$ cat config.mk
export PLATFORM = sky130hd
export DESIGN_NAME = conv_layer_sequencer_flat
export DESIGN_NICKNAME = d
export VERILOG_FILES = /design/src/rtl/conv_pkg.sv /design/src/rtl/conv_layer_sequencer_if.sv /design/src/rtl/conv_layer_sequencer.sv /design/src/flat_wrapper.sv
export SDC_FILE = /design/constraint.sdc
export NUM_CORES = 1
export LEC_CHECK = 0
export BUFFER_PORTS_ARGS = -buffer_cell sky130_fd_sc_hd__buf_2
export CAP_MARGIN = 20
export CORE_UTILIZATION = 40
export CTS_BUF_LIST = sky130_fd_sc_hd__clkbuf_2
export CTS_CLUSTER_SIZE = 8
export DETAILED_ROUTE_END_ITERATION = 16
export HOLD_SLACK_MARGIN = 0.02
export PLACE_DENSITY = 0.71
export SKIP_CTS_REPAIR_TIMING = 1
export SLEW_MARGIN = 30
export SYNTH_ARGS = -nofsm -noshare
export SYNTH_HDL_FRONTEND = slang
export SYNTH_SLANG_ARGS = --single-unit
$ cat constraint.sdc
create_clock -name clk -period 11 [get_ports clk]
set_clock_uncertainty 0.05 [all_clocks]
set_input_delay 1.1 -clock clk [delete_from_list [all_inputs] [get_ports clk]]
set_output_delay 1.1 -clock clk [all_outputs]
set_load 0.01 [all_outputs]
$ cat src/rtl/conv_pkg.sv
// Shared types and helpers for the convolution pass sequencer and column counter.
package conv_pkg;

   localparam int IMG_W = 5;
   localparam int KER_W = 3;

   typedef enum logic [2:0] {
      IDLE,
      CHECK,
      LOAD,
      RUN,
      PSUM,
      DONE
   } state_e;

   // Output side length for an I x I map under a K x K kernel; s=1 selects stride 2.
   function automatic logic [IMG_W-1:0] out_dim(
      input logic [IMG_W-1:0] i,
      input logic [KER_W-1:0] k,
      input logic             s
   );
      logic [IMG_W-1:0] span;
      span = i - IMG_W'(k);
      return s ? ((span >> 1) + IMG_W'(1)) : (span + IMG_W'(1));
   endfunction

   // A pass only makes sense with a non-empty kernel that fits inside the image.
   function automatic logic cfg_legal(
      input logic [IMG_W-1:0] i,
      input logic [KER_W-1:0] k
   );
      return (k != '0) && (i >= IMG_W'(k));
   endfunction

endpackage

$ cat src/rtl/conv_layer_sequencer_if.sv
// Control bundle between the host/column-counter side (master) and the pass sequencer (slave).
interface conv_layer_sequencer_if;
   import conv_pkg::*;

   logic             start;
   logic [IMG_W-1:0] image_size;
   logic [KER_W-1:0] kernel_size;
   logic             stride;
   logic             in_ready;
   logic             col_max_reached;
   logic             psum_ready;

   logic             busy;
   logic             cfg_load;
   logic             col_enable;
   logic [KER_W-1:0] krow;
   logic [IMG_W-1:0] orow;
   logic             psum_valid;
   logic             row_done;
   logic             done;
   logic             cfg_err;

   modport master (
      output start, image_size, kernel_size, stride, in_ready, col_max_reached, psum_ready,
      input  busy, cfg_load, col_enable, krow, orow, psum_valid, row_done, done, cfg_err
   );

   modport slave (
      input  start, image_size, kernel_size, stride, in_ready, col_max_reached, psum_ready,
      output busy, cfg_load, col_enable, krow, orow, psum_valid, row_done, done, cfg_err
   );

endinterface

$ cat src/rtl/conv_layer_sequencer.sv
// Scheduler for one convolution pass: latches the config, walks kernel rows and
// output rows, gates column counting on input data and hands each finished row
// to the psum write-back path.
module conv_layer_sequencer
   import conv_pkg::*;
(
   input logic                   clk,
   input logic                   rst_n,
   conv_layer_sequencer_if.slave bus
);

   state_e           state_q, state_d;
   logic [IMG_W-1:0] img_q, img_d;
   logic [KER_W-1:0] ker_q, ker_d;
   logic             stride_q, stride_d;
   logic [KER_W-1:0] krow_q, krow_d;
   logic [IMG_W-1:0] orow_q, orow_d;
   logic             cfg_err_q, cfg_err_d;

   logic [IMG_W-1:0] o_dim;
   logic [IMG_W-1:0] last_orow;
   logic [KER_W-1:0] last_krow;
   logic             col_en;
   logic             col_wrap;
   logic             psum_fire;
   logic             final_row;

   assign o_dim     = out_dim(img_q, ker_q, stride_q);
   assign last_orow = o_dim - IMG_W'(1);
   assign last_krow = ker_q - KER_W'(1);
   assign col_en    = (state_q == RUN) && bus.in_ready;
   assign col_wrap  = col_en && bus.col_max_reached;
   assign psum_fire = (state_q == PSUM) && bus.psum_ready;
   assign final_row = (orow_q == last_orow);

   assign bus.busy       = (state_q != IDLE);
   assign bus.cfg_load   = (state_q == LOAD);
   assign bus.col_enable = col_en;
   assign bus.krow       = krow_q;
   assign bus.orow       = orow_q;
   assign bus.psum_valid = (state_q == PSUM);
   assign bus.row_done   = psum_fire && !final_row;
   assign bus.done       = (state_q == DONE);
   assign bus.cfg_err    = cfg_err_q;

   // Next-state and counter update for the pass FSM.
   always_comb begin
      state_d   = state_q;
      img_d     = img_q;
      ker_d     = ker_q;
      stride_d  = stride_q;
      krow_d    = krow_q;
      orow_d    = orow_q;
      cfg_err_d = cfg_err_q;
      unique case (state_q)
         IDLE: begin
            if (bus.start) begin
               img_d     = bus.image_size;
               ker_d     = bus.kernel_size;
               stride_d  = bus.stride;
               cfg_err_d = 1'b0;
               state_d   = CHECK;
            end
         end
         CHECK: begin
            if (cfg_legal(img_q, ker_q)) begin
               krow_d  = '0;
               orow_d  = '0;
               state_d = LOAD;
            end else begin
               cfg_err_d = 1'b1;
               state_d   = IDLE;
            end
         end
         LOAD: begin
            state_d = RUN;
         end
         RUN: begin
            if (col_wrap) begin
               if (krow_q == last_krow) begin
                  state_d = PSUM;
               end else begin
                  krow_d = krow_q + KER_W'(1);
               end
            end
         end
         PSUM: begin
            if (psum_fire) begin
               if (final_row) begin
                  state_d = DONE;
               end else begin
                  orow_d  = orow_q + IMG_W'(1);
                  krow_d  = '0;
                  state_d = RUN;
               end
            end
         end
         DONE: begin
            state_d = IDLE;
         end
         default: begin
            state_d = IDLE;
         end
      endcase
   end

   // State, config and counter registers; reset drops any pass in flight.
   always_ff @(posedge clk or negedge rst_n) begin
      if (!rst_n) begin
         state_q   <= IDLE;
         img_q     <= '0;
         ker_q     <= '0;
         stride_q  <= 1'b0;
         krow_q    <= '0;
         orow_q    <= '0;
         cfg_err_q <= 1'b0;
      end else begin
         state_q   <= state_d;
         img_q     <= img_d;
         ker_q     <= ker_d;
         stride_q  <= stride_d;
         krow_q    <= krow_d;
         orow_q    <= orow_d;
         cfg_err_q <= cfg_err_d;
      end
   end

endmodule

$ cat src/flat_wrapper.sv
// flat-port wrapper written by rule: the top's interface ports become plain ports
module conv_layer_sequencer_flat import conv_pkg::*;
  (clk, rst_n, bus_start, bus_image_size, bus_kernel_size, bus_stride, bus_in_ready, bus_col_max_reached, bus_psum_ready, bus_busy, bus_cfg_load, bus_col_enable, bus_krow, bus_orow, bus_psum_valid, bus_row_done, bus_done, bus_cfg_err);
  conv_layer_sequencer_if bus_i ();
  input logic clk;
  input logic rst_n;
  input wire logic [$bits(bus_i.start)-1:0] bus_start;
  input wire logic [$bits(bus_i.image_size)-1:0] bus_image_size;
  input wire logic [$bits(bus_i.kernel_size)-1:0] bus_kernel_size;
  input wire logic [$bits(bus_i.stride)-1:0] bus_stride;
  input wire logic [$bits(bus_i.in_ready)-1:0] bus_in_ready;
  input wire logic [$bits(bus_i.col_max_reached)-1:0] bus_col_max_reached;
  input wire logic [$bits(bus_i.psum_ready)-1:0] bus_psum_ready;
  output wire logic [$bits(bus_i.busy)-1:0] bus_busy;
  output wire logic [$bits(bus_i.cfg_load)-1:0] bus_cfg_load;
  output wire logic [$bits(bus_i.col_enable)-1:0] bus_col_enable;
  output wire logic [$bits(bus_i.krow)-1:0] bus_krow;
  output wire logic [$bits(bus_i.orow)-1:0] bus_orow;
  output wire logic [$bits(bus_i.psum_valid)-1:0] bus_psum_valid;
  output wire logic [$bits(bus_i.row_done)-1:0] bus_row_done;
  output wire logic [$bits(bus_i.done)-1:0] bus_done;
  output wire logic [$bits(bus_i.cfg_err)-1:0] bus_cfg_err;
  assign bus_i.start = bus_start;
  assign bus_i.image_size = bus_image_size;
  assign bus_i.kernel_size = bus_kernel_size;
  assign bus_i.stride = bus_stride;
  assign bus_i.in_ready = bus_in_ready;
  assign bus_i.col_max_reached = bus_col_max_reached;
  assign bus_i.psum_ready = bus_psum_ready;
  assign bus_busy = bus_i.busy;
  assign bus_cfg_load = bus_i.cfg_load;
  assign bus_col_enable = bus_i.col_enable;
  assign bus_krow = bus_i.krow;
  assign bus_orow = bus_i.orow;
  assign bus_psum_valid = bus_i.psum_valid;
  assign bus_row_done = bus_i.row_done;
  assign bus_done = bus_i.done;
  assign bus_cfg_err = bus_i.cfg_err;
  conv_layer_sequencer u_core (.clk(clk), .rst_n(rst_n), .bus(bus_i));
endmodule
Word level (Yosys, flattened, before mapping)
Index checks and enable logic that the tools add are counted.
Operators by class
  add/subtract/negate cells: 7
  magnitude comparators: 1
  equal/unequal tests: 15
  muxes and demuxes: 21
  reductions and logical operators: 17
Operators with widths (number)
  two-way mux 3 bit: 10
  two-way mux 5 bit: 4
  case mux 3 bit (5 select lines): 1
  adder 5 x 1 -> 5 bit, second input constant: 2
  inequality test 2 bit, second input constant: 5
  case mux 5 bit (2 select lines): 1
  case mux 3 bit (3 select lines): 1
  nonzero test 3 bit: 3
  AND reduction 4 bit: 2
  == test 3 x 2 -> 1 bit, second input constant: 2
  == test 3 bit, second input constant: 2
  inequality test 2 x 1 -> 1 bit, second input constant: 3
  AND reduction 6 bit: 1
  adder 4 x 1 -> 5 bit, second input constant: 1
  == test 5 bit: 1
  >= comparator 5 x 3 -> 1 bit: 1
  logical AND 1 bit: 5
  subtractor 5 x 1 -> 5 bit, second input constant: 1
  subtractor 5 x 3 -> 5 bit: 1
  nonzero test 2 bit: 2
  adder 3 x 1 -> 3 bit, second input constant: 1
  == test 3 x 1 -> 1 bit, second input constant: 1
  == test 3 bit: 1
  zero test 3 bit: 1
  other kinds (7): 8
Storage, ports and cells
  flip-flop bits (word level): 21
  input bits: 15
  output and inout port bits: 15
  logic and storage cells: 68

Depth between registers and ports, before layout
Gate-level depths: netlist of run 1.
  depth after elaboration: 8
  depth in mapped cells: 17

Least setup slack after synthesis of run 1
OpenSTA, ideal clock, no wires.
  kind: reg-to-output
  start: register u_core.ker_q[0]
  end: output bus_row_done
  arrival time: 3.783 ns
  required time: 9.850 ns
  path slack: 6.067 ns
  cell stages (with the launch flop): 15
  cells stage by stage: dfrtp_1 ha_1 inv_1 fa_1 a21oi_1 inv_1 ha_1 and2b_2 nor4bb_1 nand4b_1 a21oi_1 a2111oi_0 o41a_2 o41ai_4 and3_2
Between the ends
  cells in the longest elaborated chain, start to end: 7
  elaborated cells between the ends (all ways): 8
  those cells by class: 4 x add/sub; 1 x eq/ne; 1 x mux; 2 x reduce/logical
RTL lines
  start, declared: RTL line conv_layer_sequencer.sv:14  | logic [KER_W-1:0] ker_q, ker_d;
  start signal, assigned: RTL line conv_layer_sequencer.sv:120  | ker_q <= ker_d;
  subtractor 5 x 3 -> 5 bit *: RTL line conv_pkg.sv:23  | span = i - IMG_W'(k);
  adder 5 x 1 -> 5 bit / adder 4 x 1 -> 5 bit (equally long branches): RTL line conv_pkg.sv:24  | return s ? ((span >> 1) + IMG_W'(1)) : (span + IMG_W'(1));
  two-way mux 5 bit *: RTL line conv_pkg.sv:24
  subtractor 5 x 1 -> 5 bit *: RTL line conv_layer_sequencer.sv:29  | assign last_orow = o_dim - IMG_W'(1);
  == test 5 bit *: RTL line conv_layer_sequencer.sv:34  | assign final_row = (orow_q == last_orow);
  zero test 1 bit *: RTL line conv_layer_sequencer.sv:42  | assign bus.row_done = psum_fire && !final_row;
  logical AND 1 bit *: RTL line conv_layer_sequencer.sv:42
  end, declared: RTL line flat_wrapper.sv:20  | output wire logic [$bits(bus_i.row_done)-1:0] bus_row_done;
Mark *: on every way between the ends. The rest lies on a longest branch, timed or not.

Worst setup path after layout of run 1
Same ends and word-level chain as after synthesis.

==> reports/qor.txt, run 1 <==
Outcome: finished, final reports clean
Most frequent cells in the layout: buf_2, dfrtp_1, nand2_1
Setup TNS: 0 ps
Max_cap viols: 0
DP HPWL: 3120 µm
Setup crit start kind: flop
Area delta synth->final: 8.46%
Register bit count reported by yosys: 21
Clock sink count: 21
Final hold violation count: 0
Adder-cell share of the synthesized area: 0.0761
Vias in the first global route: 1553
Synth Area in XOR/XNOR: 0.0485
Crit path time final: 5770 ps
Compound-Gate Fraction of Synth Area: 0.262
Worst-skew pair later-pin latency: 320 ps
FFs w/ async S/R, synth: 1.00
Hold WC Path Type: reg -> reg
Type of the worst setup path: reg -> out
Syn Nets: 239
Vias per cell: 5.82
First-pass GRT wire length: 7200 µm
DR iter-0 viols: 85
Number of diodes: 0
GRT Total Usage: 0.174
Number of synthesized flops with an enable pin: 0
FF-to-FF End: u_core.bus.krow[1]$_DFFE_PN0P_
Crit path cell chain: ha_1, inv_1, fa_1, a21oi_1, inv_1, ha_1, and2b_2, nor4bb_1, nand4b_1, a21oi_1, a2111oi_0, o41a_2, o41ai_4, and3_2, buf_2
Clock slew at reported path FFs: 200 ps
Worst slew pin tran: 898 ps
IO Pins: 30
CP top delay family: compound AO/OA/AOI/OAI gates
CTS tree: yes
Total gr overflow: 0
H-Tree Depth: 1
Hold Path Depth: 2
Crit path from: u_core.ker_q[0]$_DFFE_PN0P_
Max clock buf depth: 2
Worst hold start: u_core.bus.cfg_err$_DFFE_PN0P_
Final setup viols: 0
DRT Pass-1 Iters: 6
GPL Wtd Cong: 0.949
Crit Path Max Fanout: 8
CTS root buf: clkbuf_2
Reg2reg path depth: 15
RSZ-0062 raised after global routing: no
Setup slack, reg-to-reg: 6470 ps
Largest net degree at the start of global routing: 22
Die width: 71.1 µm
Nets: 264
Initial Util: 0.426
Slew Limit Fails: 0
Layout cells sized above 1: 0.249
Post-Synth Simple-Gate Area: 0.237
Multiplexer area fraction after synthesis: 0.0334
Hold endpoint: u_core.bus.cfg_err$_DFFE_PN0P_
Post-Synthesis Cells: 213
Main synth FF type: dfrtp_1
Total number of vias: 1681
Max Freq: 173 MHz
Commonest non-fill, non-tap cell in the layout: buf_2
Relative slew margins: 0.399
Arrival time worst endpoint: 4620 ps
Syn Area/Cell: 8.96 µm²
Distinct cells, synth: 68
Drt wl/cell: 13.9 µm
Seq/Total Area, Yosys: 0.275
Main combinational cell family by area after synthesis: compound AO/OA/AOI/OAI gates
Final wirelength: 4010 µm
Core footprint: 4470 µm²
Post-DRT Antenna Nets: 0
Initial antenna violation count: 0
Fin crit share: 0.524
Post-route DRC: 0
Yosys warnings: 0
CP required: 9850 ps
Slowest-stage cell, CP: o41a_2
Die ar.: 5050 µm²
Inserted Clock Buffers: 3
Slowest cell delay on critical path: 550 ps
CP endpoint kind: output pin
Crit path buf inv count: 3
IO buf count: 29
Worst r2r src: u_core.ker_q[0]$_DFFE_PN0P_
Synth Cell Area: 1910 µm²
Row cnt: 24
Die H: 71.1 µm
## cells by family (layout without fill, tap and decap cells)
group / Yosys count / in the layout
compound gates: 61 / 61
simple gates: 80 / 80
buf+inv: 25 / 49
flops: 21 / 21
mux: 6 / 6
xor+xnor: 9 / 9
fa+ha+maj: 11 / 11
## stage by stage
stage	worst slack (ps)	util	hold slack [ps]	cell area (µm²)	std cells
2_1_floorplan	6070	-	435	1910	213
3_3_place_gp	5760	0.458	431	2050	285
3_5_place_dp	5650	0.458	450	2050	285
4_1_cts	5230	0.463	498	2070	289
5_1_grt	4820	0.463	528	2070	289
6_report	5230	0.463	494	2070	289
## cell type report
class	count	area (µm²)
Inverter	16	60.1
Fill cell	434	2400
Clock buffer	3	15.0
Tap cell	52	65.1
Clock inverter	1	5.00
Timing Repair Buffer	29	145
Sequential cell	21	526
Multi-Input combinational cell	167	1250
## cell usage after synthesis, types with 4 or more instances
cell,n,share of area
ha_1,10,0.066
nor3_1,5,0.013
inv_1,15,0.030
nand4_1,4,0.013
o21ai_0,9,0.024
a31oi_1,4,0.013
dfrtp_1,21,0.28
xnor2_1,6,0.028
nand2_1,20,0.039
clkbuf_1,4,0.0079
a211oi_1,4,0.016
o21a_1,4,0.016
a21oi_1,10,0.026
nand3_1,6,0.016
nor2_1,16,0.031
a2111oi_0,4,0.018
## worst reg2reg max path: stages, from the launching register on
cell       delay (ps)
dfrtp_1           460
ha_1              210
inv_1              60
fa_1              460
a21oi_1           360
inv_1             150
ha_1              260
and2b_2           210
nor4bb_1          130
nand4b_1          190
a21oi_1           310
a2111oi_0         150
o41a_2            550
o41ai_4           420
o21ai_0           210
a22o_1            270
## registers in the layout, indices dropped and copies added (netlist names)
| register | count |
|---|---|
| u_core.state_q | 3 |
| u_core.ker_q | 3 |
| u_core.img_q | 5 |
| u_core.bus.krow | 3 |
| u_core.bus.cfg_err | 1 |
| u_core.stride_q | 1 |
| u_core.bus.orow | 5 |
## worst max-delay path by stage
stage	cells past startpoint	slack, ps	endpoint
4_1_cts	15	5230	bus_row_done
5_1_grt	15	4820	bus_row_done
6_report	15	5230	bus_row_done
3_5_place_dp	15	5650	bus_row_done
2_1_floorplan	14	6070	bus_row_done
3_3_place_gp	15	5760	bus_row_done
## per-layer routing
| metal | wire (µm) | vias up | share of wire | global-route usage |
|---|---|---|---|---|
| li1 | - | 852 | - | - |
| met1 | 2050 | 801 | 0.51 | 0.240 |
| met2 | 1850 | 24 | 0.46 | 0.294 |
| met3 | 72 | 4 | 0.018 | 0.0142 |
| met4 | 27 | 0 | 0.0067 | 0.0444 |
| met5 | 0 | - | 0 | 0 |
Power of run 1 is not shown: default switching activity piles up to over one toggle a cycle in this logic, so the estimate is an artifact.
==> run 2, diff against run 1 <==
--- a/config.mk
+++ b/config.mk
@@ -5,6 +5,7 @@
 export SDC_FILE = /design/constraint.sdc
 export NUM_CORES = 1
 export LEC_CHECK = 0
+export ABC_AREA = 1
 export BUFFER_PORTS_ARGS = -buffer_cell sky130_fd_sc_hd__buf_2
 export CAP_MARGIN = 20
 export CORE_UTILIZATION = 40
@@ -12,7 +13,7 @@
 export CTS_CLUSTER_SIZE = 8
 export DETAILED_ROUTE_END_ITERATION = 16
 export HOLD_SLACK_MARGIN = 0.02
-export PLACE_DENSITY = 0.71
+export PLACE_DENSITY = 0.73
 export SKIP_CTS_REPAIR_TIMING = 1
 export SLEW_MARGIN = 30
 export SYNTH_ARGS = -nofsm -noshare
==> constraint.sdc (replaced) <==
create_clock -name clk -period 4.7 [get_ports clk]
set_clock_uncertainty 0.05 [all_clocks]
set_input_delay 0.47 -clock clk [delete_from_list [all_inputs] [get_ports clk]]
set_output_delay 0.47 -clock clk [all_outputs]
set_load 0.01 [all_outputs]
==> run 2 against run 1 <==
Net effect: die area shrank 8.3%; worst hold slack lost 470 ps; critical endpoint unchanged; first-iteration DRC count shrank 51%; routed wire length shrank 6.4%; clock-buffer cell count grew 1; area after synthesis shrank 8.6%; via count shrank 2.5%.
==> reports/qor.txt, run 2 <==
Outcome: finished, final reports clean
Largest net degree at the start of global routing: 22 (unchanged)
Syn Area/Cell: 6.95 µm² (-22%)
Synth Cell Area: 1740 µm² (-8.6%)
Max clock buf depth: 2 (unchanged)
Layout cells sized above 1: 0.223 (-0.0255)
CP required: 4180 ps (-5670 ps)
Main combinational cell family by area after synthesis: simple AND/OR/NAND/NOR gates
Most frequent cell after synthesis: nand2_1
Max Freq: 281 MHz
Crit path cell chain: inv_1, ha_1, inv_1, fa_1, nand2_1, o21a_1, inv_1, ha_1, inv_1, nand3_1, nand3_1, nand3_1, nand2_1, nor2_2, nand3_2, nand3_1, inv_1, buf_2
Row cnt: 23 (-4.2%)
Final setup viols: 0 (unchanged)
CP endpoint kind: output pin
Crit Path Max Fanout: 6 (-2)
First-pass GRT wire length: 6640 µm (-7.7%)
Arrival time worst endpoint: 3030 ps (-1590 ps)
Main synth FF type: dfrtp_1
Commonest non-fill, non-tap cell in the layout: nand2_1
Post-synth top area cell: dfrtp_1
Most frequent cells in the layout: nand2_1, inv_1, buf_2
Initial Util: 0.427 (about the same)
Post-route DRC: 0 (unchanged)
Total number of vias: 1639 (-2.5%)
Die ar.: 4630 µm² (-8.3%)
Final hold violation count: 0 (unchanged)
Fin crit share: 0.756
DRT Pass-1 Iters: 4 (-2)
Clock sink count: 21 (unchanged)
RSZ-0062 raised after global routing: no
Vias per cell: 4.94 (-15%)
Synth top area share: 0.301 (+0.0259)
Area delta synth->final: 12.3%
Initial antenna violation count: 0 (unchanged)
Compound-Gate Fraction of Synth Area: 0.0803 (-0.182)
Max_cap viols: 0 (unchanged)
Crit path time final: 3550 ps
Adder-cell share of the synthesized area: 0.0832 (+0.00715)
GRT Total Usage: 0.187 (+0.0135)
Slowest-stage cell, CP: fa_1
DP HPWL: 2980 µm (-4.3%)
Seq/Total Area, Yosys: 0.301 (+0.0259)
Post-DRT Antenna Nets: 0 (unchanged)
DR iter-0 viols: 42 (-51%)
Synth Area in XOR/XNOR: 0.0251 (-0.0234)
Post-Synth Simple-Gate Area: 0.418 (+0.181)
Slew Limit Fails: 0 (unchanged)
Distinct cells, synth: 31 (-54%)
CTS root buf: clkbuf_2
Number of synthesized flops with an enable pin: 0 (unchanged)
IO buf count: 29 (unchanged)
Post-Synthesis Cells: 251 (+18%)
Nets: 309 (+17%)
Vias in the first global route: 1601 (+3.1%)
Core footprint: 4090 µm² (-8.7%)
Most common cell on crit path: inv_1
Type of the worst setup path: reg -> out
Multiplexer area fraction after synthesis: 0 (-0.0334)
Die H: 68.0 µm (-4.3%)
IO Pins: 30 (unchanged)
FFs w/ async S/R, synth: 1.00 (unchanged)
Die width: 68.0 µm (-4.3%)
Hold WC Path Type: in -> async
Worst-skew pair later-pin latency: 310 ps (about the same)
Relative slew margins: 0.621 (+0.222)
Syn Nets: 277 (+16%)
H-Tree Depth: 1 (unchanged)
CTS tree: yes
WHS: 26.8 ps (-467 ps)
Final wirelength: 3750 µm (-6.4%)
Yosys warnings: 0 (unchanged)
Slowest cell delay on critical path: 490 ps (-60 ps)
GPL Wtd Cong: 0.819 (-14%)
Drt wl/cell: 11.3 µm (-18%)
Number of diodes: 0 (unchanged)
Worst slew pin tran: 567 ps (-331 ps)
Synth top cells by count: nand2_1, inv_1, nand3_1
Setup TNS: 0 ps (unchanged)
Clock slew at reported path FFs: 200 ps (about the same)
Setup crit start kind: flop
Total gr overflow: 0 (unchanged)
Area contributors post-synth: dfrtp_1, nand2_1, inv_1
Inserted Clock Buffers: 3 (unchanged)
Register bit count reported by yosys: 21 (unchanged)
-- run 2: path summary, 6_finish.rpt --
path | startpoint | endpoint | slack (ps) | depth (start not counted)
min in group clk | bus_kernel_size[1] | u_core.ker_q[1]$_DFFE_PN0P_ | 290 | 3
max in group asynchronous | rst_n | u_core.img_q[4]$_DFFE_PN0P_ | 4250 | 1
setup reg to reg | u_core.img_q[0]$_DFFE_PN0P_ | u_core.bus.krow[1]$_DFFE_PN0P_ | 1720 | 18
hold reg to reg | u_core.bus.cfg_err$_DFFE_PN0P_ | u_core.bus.cfg_err$_DFFE_PN0P_ | 490 | 2
hold / removal | rst_n | u_core.state_q[2]$_DFFE_PN0P_ | 30 | 1
setup / recovery | u_core.img_q[0]$_DFFE_PN0P_ | bus_row_done | 1150 | 18
-- run 2: area by class of cell --
cell class,count,area [µm²]
Clock buffer,4,20.0
Fill cell,427,2130
Inverter,39,146
Multi-Input combinational cell,189,1060
Sequential cell,21,526
Tap cell,50,62.6
Timing Repair Buffer,29,145
-- run 2: through the flow --
step | utilization | setup WS (ps) | instance area [µm²] | instances
after floorplan | - | 1860 | 1740 | 251
after global placement | 0.474 | 1670 | 1940 | 328
after detailed placement | 0.474 | 1560 | 1940 | 328
after CTS | 0.479 | 1160 | 1960 | 332
after global routing | 0.479 | 892 | 1960 | 332
final | 0.479 | 1150 | 1960 | 332
-- run 2: per-layer routing --
layer,track usage,share of wire,vias up
met3,0.0217,0.030,4
met4,0.0547,0.0096,0
met5,0,0,-
met1,0.235,0.48,742
li1,-,-,865
met2,0.332,0.49,28
-- run 2: cells by family (layout without fill, tap and decap cells) --
| group | Yosys count | after routing |
|---|---|---|
| and+or+nand+nor | 150 | 150 |
| buffers and inverters | 41 | 72 |
| AOI/OAI and AO/OA | 23 | 23 |
| DFF | 21 | 21 |
| adders and majority gates | 11 | 11 |
| xor gates and xnor gates | 5 | 5 |
-- run 2: critical path: cells and delay by family, from the launching register on --
kind	cells	cell delay, ps
flops	1	410
compound gates	1	130
buf+inv	6	540
simple gates	8	740
fa+ha+maj	3	890
Power of run 2 is left out for the same reason.
